## src/rtl/regfile_pkg.sv

```systemverilog
// Shared register-file constants and the write-back entry record.
package regfile_pkg;

    localparam int unsigned REG_ADDR_W = 4;
    localparam int unsigned REG_DATA_W = 32;

    localparam logic [REG_ADDR_W-1:0] REG_PC = 4'd15;

    typedef struct packed {
        logic [REG_ADDR_W-1:0] addr;
        logic [REG_DATA_W-1:0] data;
    } wb_entry_t;

endpackage

```

## src/rtl/reg_wb_fwd_match.sv

```systemverilog
// Newest-first search of the pending write-back entries for one read address.
module reg_wb_fwd_match
    import regfile_pkg::*;
#(
    parameter int unsigned DEPTH  = 4,
    parameter int unsigned ADDR_W = REG_ADDR_W,
    parameter int unsigned DATA_W = REG_DATA_W
) (
    input  logic [ADDR_W-1:0]         entry_addr [DEPTH],
    input  logic [DATA_W-1:0]         entry_data [DEPTH],
    input  logic [$clog2(DEPTH)-1:0]  head,
    input  logic [$clog2(DEPTH):0]    count,
    input  logic [ADDR_W-1:0]         r_addr,
    output logic                      hit,
    output logic [DATA_W-1:0]         data
);

    localparam int unsigned PTR_W = $clog2(DEPTH);
    localparam int unsigned CNT_W = PTR_W + 1;

    logic [PTR_W-1:0] idx;

    // Walk oldest to newest so a later match overrides an earlier one.
    always_comb begin
        hit  = 1'b0;
        data = '0;
        idx  = '0;
        for (int i = 0; i < DEPTH; i++) begin
            idx = head + PTR_W'(i);
            if ((CNT_W'(i) < count) && (entry_addr[idx] == r_addr)) begin
                hit  = 1'b1;
                data = entry_data[idx];
            end
        end
    end

endmodule

```

## src/rtl/reg_wb_queue.sv

```systemverilog
// Write-back queue feeding the register file write port, one retirement per cycle.
// Operand forwarding from pending entries is built only when REG_WB_QUEUE_BYPASS_EN is defined.
module reg_wb_queue
    import regfile_pkg::*;
#(
    parameter int unsigned DEPTH  = 4,
    parameter int unsigned ADDR_W = REG_ADDR_W,
    parameter int unsigned DATA_W = REG_DATA_W
) (
    input  logic              clk,
    input  logic              Rst,
    input  logic              wb_valid,
    input  logic [ADDR_W-1:0] wb_addr,
    input  logic [DATA_W-1:0] wb_data,
    output logic              wb_ready,
    input  logic              wb_hold,
    output logic [ADDR_W-1:0] W_Addr,
    output logic [DATA_W-1:0] W_Data,
    output logic              Write_Reg,
    input  logic [ADDR_W-1:0] R_Addr_A,
    input  logic [ADDR_W-1:0] R_Addr_B,
    input  logic [ADDR_W-1:0] R_Addr_C,
    output logic              Fwd_Hit_A,
    output logic              Fwd_Hit_B,
    output logic              Fwd_Hit_C,
    output logic [DATA_W-1:0] Fwd_Data_A,
    output logic [DATA_W-1:0] Fwd_Data_B,
    output logic [DATA_W-1:0] Fwd_Data_C
);

    localparam int unsigned PTR_W = $clog2(DEPTH);
    localparam int unsigned CNT_W = PTR_W + 1;

    logic [ADDR_W-1:0] addr_q [DEPTH];
    logic [DATA_W-1:0] data_q [DEPTH];
    logic [PTR_W-1:0]  head_q;
    logic [PTR_W-1:0]  tail_q;
    logic [CNT_W-1:0]  count_q;

    logic push;
    logic pop;

    assign wb_ready  = (count_q != CNT_W'(DEPTH));
    assign Write_Reg = (count_q != '0) && !wb_hold;
    assign W_Addr    = addr_q[head_q];
    assign W_Data    = data_q[head_q];

    assign push = wb_valid && wb_ready;
    assign pop  = Write_Reg;

    // Power-of-two depth lets the pointers wrap by natural overflow.
    always_ff @(posedge clk or posedge Rst) begin
        if (Rst) begin
            head_q  <= '0;
            tail_q  <= '0;
            count_q <= '0;
            for (int i = 0; i < DEPTH; i++) begin
                addr_q[i] <= '0;
                data_q[i] <= '0;
            end
        end else begin
            if (push) begin
                addr_q[tail_q] <= wb_addr;
                data_q[tail_q] <= wb_data;
                tail_q         <= tail_q + PTR_W'(1);
            end
            if (pop) begin
                head_q <= head_q + PTR_W'(1);
            end
            unique case ({push, pop})
                2'b10:   count_q <= count_q + CNT_W'(1);
                2'b01:   count_q <= count_q - CNT_W'(1);
                default: count_q <= count_q;
            endcase
        end
    end

`ifdef REG_WB_QUEUE_BYPASS_EN
    reg_wb_fwd_match #(
        .DEPTH  (DEPTH),
        .ADDR_W (ADDR_W),
        .DATA_W (DATA_W)
    ) u_fwd_a (
        .entry_addr (addr_q),
        .entry_data (data_q),
        .head       (head_q),
        .count      (count_q),
        .r_addr     (R_Addr_A),
        .hit        (Fwd_Hit_A),
        .data       (Fwd_Data_A)
    );

    reg_wb_fwd_match #(
        .DEPTH  (DEPTH),
        .ADDR_W (ADDR_W),
        .DATA_W (DATA_W)
    ) u_fwd_b (
        .entry_addr (addr_q),
        .entry_data (data_q),
        .head       (head_q),
        .count      (count_q),
        .r_addr     (R_Addr_B),
        .hit        (Fwd_Hit_B),
        .data       (Fwd_Data_B)
    );

    reg_wb_fwd_match #(
        .DEPTH  (DEPTH),
        .ADDR_W (ADDR_W),
        .DATA_W (DATA_W)
    ) u_fwd_c (
        .entry_addr (addr_q),
        .entry_data (data_q),
        .head       (head_q),
        .count      (count_q),
        .r_addr     (R_Addr_C),
        .hit        (Fwd_Hit_C),
        .data       (Fwd_Data_C)
    );
`else
    // Read addresses are only consumed by the forwarding search.
    logic unused_raddr;
    assign unused_raddr = ^{R_Addr_A, R_Addr_B, R_Addr_C};

    assign Fwd_Hit_A  = 1'b0;
    assign Fwd_Hit_B  = 1'b0;
    assign Fwd_Hit_C  = 1'b0;
    assign Fwd_Data_A = '0;
    assign Fwd_Data_B = '0;
    assign Fwd_Data_C = '0;
`endif

endmodule

```

## config.mk

```make
export PLATFORM = sky130hd
export DESIGN_NAME = reg_wb_queue
export DESIGN_NICKNAME = d
export VERILOG_FILES = /design/src/rtl/regfile_pkg.sv /design/src/rtl/reg_wb_fwd_match.sv /design/src/rtl/reg_wb_queue.sv
export SDC_FILE = /design/constraint.sdc
export NUM_CORES = 1
export LEC_CHECK = 0
export CORE_MARGIN = 8
export CORE_UTILIZATION = 30
export DETAILED_ROUTE_END_ITERATION = 12
export PLACE_DENSITY = 0.54
export REMOVE_ABC_BUFFERS = 1
export SYNTH_ARGS = -nofsm -noshare
export SYNTH_HDL_FRONTEND = slang
export SYNTH_SLANG_ARGS = --single-unit
```

## constraint.sdc

```tcl
create_clock -name clk -period 7.2 [get_ports clk]
set_input_delay 0.72 -clock clk [delete_from_list [all_inputs] [get_ports clk]]
set_output_delay 0.72 -clock clk [all_outputs]
set_load 0.005 [all_outputs]
```

==> impl_metrics.ini <==
[clock_tree]
hold_buffers = 0
post-cts-setup-buffers = 0
clk_pin_slew_ns = 0.07
clk_latency_ns = 0.42
clockBufferDepth = 2
tritoncts = done
numCtsBuffers = 17
cts_resized = 0
cts_sinks = 151
cts_root_buf = clkbuf_16
cts_max_level = 4

[timing]
worst_pin_slew_ns = 1.13
worst_slack_ns = 3.57
finalHoldViolCount = 0
finalSetupViolCount = 0
relSlewSlack_pct = 24.4
rsz0062_at_grt = no
slew_violations = 0
fin_crit_ns = 3.63
clock_skew_ns = 0.0174
setup_tns_ns = 0
fmax_mhz = 276
period_share_pct = 50.4

[critical_path]
slowest_stage = dfrtp_2
crit_chain = buf_4 -> mux4_2 -> clkdlybuf4s50_1
crit-reg2reg-launch = count_q[0]$_DFFE_PP0P_
crit_fanout = 20
max_stage_delay_ns = 0.82
end_kind = output pin
required_ns = 6.48
crit_type = flip-flop to output pin
cp-startpoint = head_q[0]$_DFFE_PP0P_
worst_setup_path_start_kind = flip-flop
r2r_setup_slack_ns = 4.99
crit_buf_inv = 2
crit_family = buffers and inverters
arrival_ns = 2.91

[floorplanning]
top_level_ports = 189
die_y_microns = 179
start_util_pct = 30.6
core_sq_um = 26100
rows = 59
dieArea_sq_um = 32100
die_x_microns = 179

[cells_and_area]
num-fill-cells = 2505
stdcell_area_sq_um = 9150
utilization_pct = 35.0
antenna_cells = 0
multi_input_area_sq_um = 3490
final_cell_mix = dfrtp_1, mux2_4, conb_1
drive_gt1_share_pct = 38.7
area_growth_pct = 14.4
layout.nets = 616
regArea_sq_um = 3780
layout_commonest_cell = dfrtp_1

[power]
vdd_drop_max_v = 0.000295
p_per_area_nw_per_um2 = 499
p_leak_nw = 4.04

[placed_design]
place_ws_ns = 3.92
place_congestion = 0.676
portBuffers = 77
hpwl_mm = 10.6
placed_cell_area_sq_um = 8500

[run_status]
outcome = completed

[grt]
grt_antenna_before_repair = 0
grt_overflow = 0
grt_max_degree = 77
grt_pass1_vias = 4704
grtUsageTotal_pct = 11.1
grt_pass1_wl_mm = 27.1

[flow_run]
drv_cap = 0

[detailed_routing]
route.detailed.drc = 0
drtIter0Drc = 142
routed_wl_mm = 17.1
via_per_inst = 4.23
detail-route-antenna-nets = 0
drt_pass1_iterations = 4
vias = 3832
wl_per_cell_microns = 18.9

[synth]
synth_cell_types = 23
ys_seq_elements = 151
syn_inst = 486
ys_seq_area_share_pct = 47.3
syn_area_per_cell_sq_um = 16.5
syn_area_sq_um = 8000
yosysWarnings = 0

[worst_hold_path]
min-delay-start = count_q[2]$_DFFE_PP0P_
holdCritPathClass = flip-flop to flip-flop
[worst paths after layout]
path | end | cells after the start
max | W_Data[18] | 3
min | count_q[2]$_DFFE_PP0P_ | 1
max reg2reg | count_q[2]$_DFFE_PP0P_ | 8
min reg2reg | count_q[2]$_DFFE_PP0P_ | 1
max in group asynchronous | data_q[2]$_DFFE_PP0P_ | 3
min in group asynchronous | addr_q[7]$_DFFE_PP0P_ | 2
[final cells by class]
class | instances | area share (%)
Sequential cell | 151 | 41.3
Multi-Input combinational cell | 303 | 38.1
Timing Repair Buffer | 79 | 8.59
Clock buffer | 22 | 5.29
Tap cell | 335 | 4.58
Clock inverter | 10 | 1.79
Inverter | 6 | 0.301
[Yosys cell counts]
library cell / count / area (sq um)
nand2_1: 1 / 3.75
buf_12: 12 / 240
conb_1: 1 / 3.75
buf_2: 3 / 15.0
ha_1: 5 / 62.6
xor2_1: 4 / 35.0
nor2_1: 2 / 7.51
or3b_1: 1 / 8.76
mux2i_1: 1 / 10.0
dfrtp_1: 151 / 3780
buf_6: 5 / 56.3
nor3_1: 1 / 5.00
mux2_4: 120 / 1800
fa_1: 1 / 20.0
mux4_2: 36 / 811
and3_4: 4 / 45.0
xnor2_1: 2 / 17.5
buf_4: 99 / 743
nor3b_1: 1 / 7.51
clkbuf_1: 3 / 11.3
inv_1: 6 / 22.5
mux2_2: 25 / 282
buf_1: 2 / 7.51
[power by group]
| group | internal, mW | switching, mW |
|---|---|---|
| combinational | 1.37 | 0.594 |
| sequential | 1.29 | 0.327 |
| clock | 0.620 | 0.361 |
| total | 3.28 | 1.28 |
[routing by layer]
metal  vias to the layer above  routed length [microns]  global-route usage (%)
met2                       121                     8560                    18.9
met1                      2040                     7520                    13.3
li1                       1661                        -                       -
met5                         -                        0                       0
met4                         0                      157                    3.05
met3                        10                      873                    3.43
[cell families after synthesis]
family / synth area share, %
XOR/XNOR: 0.657
adder cells (fa/ha/maj): 1.03
buffers and inverters: 13.7
flip-flops: 47.3
multiplexers: 36.3
other: 0.0469
AND/OR/NAND/NOR: 0.970
[worst register-to-register path, delay by kind of cell, from the launching register on]
kind / cells / cell delay (ns)
fa+ha+maj: 2 / 0.58
xor+xnor: 2 / 0.31
flops: 1 / 0.42
simple gates: 3 / 0.78
buf+inv: 1 / 0.06
[metrics by stage]
stage               cells  hold slack, ns  power (mW)
finish                906           0.500        4.56
global placement      874           0.475        3.55
global route          906           0.508        4.85
detailed placement    874           0.483        3.63
CTS                   906           0.493        4.65
floorplan             460           0.455        2.83
[state kept, by name, indices dropped and copies added, names as in the netlist]
register	flops
tail_q	2
head_q	2
data_q	128
addr_q	16
count_q	3
Note: power is estimated with default switching activity, not from simulation.
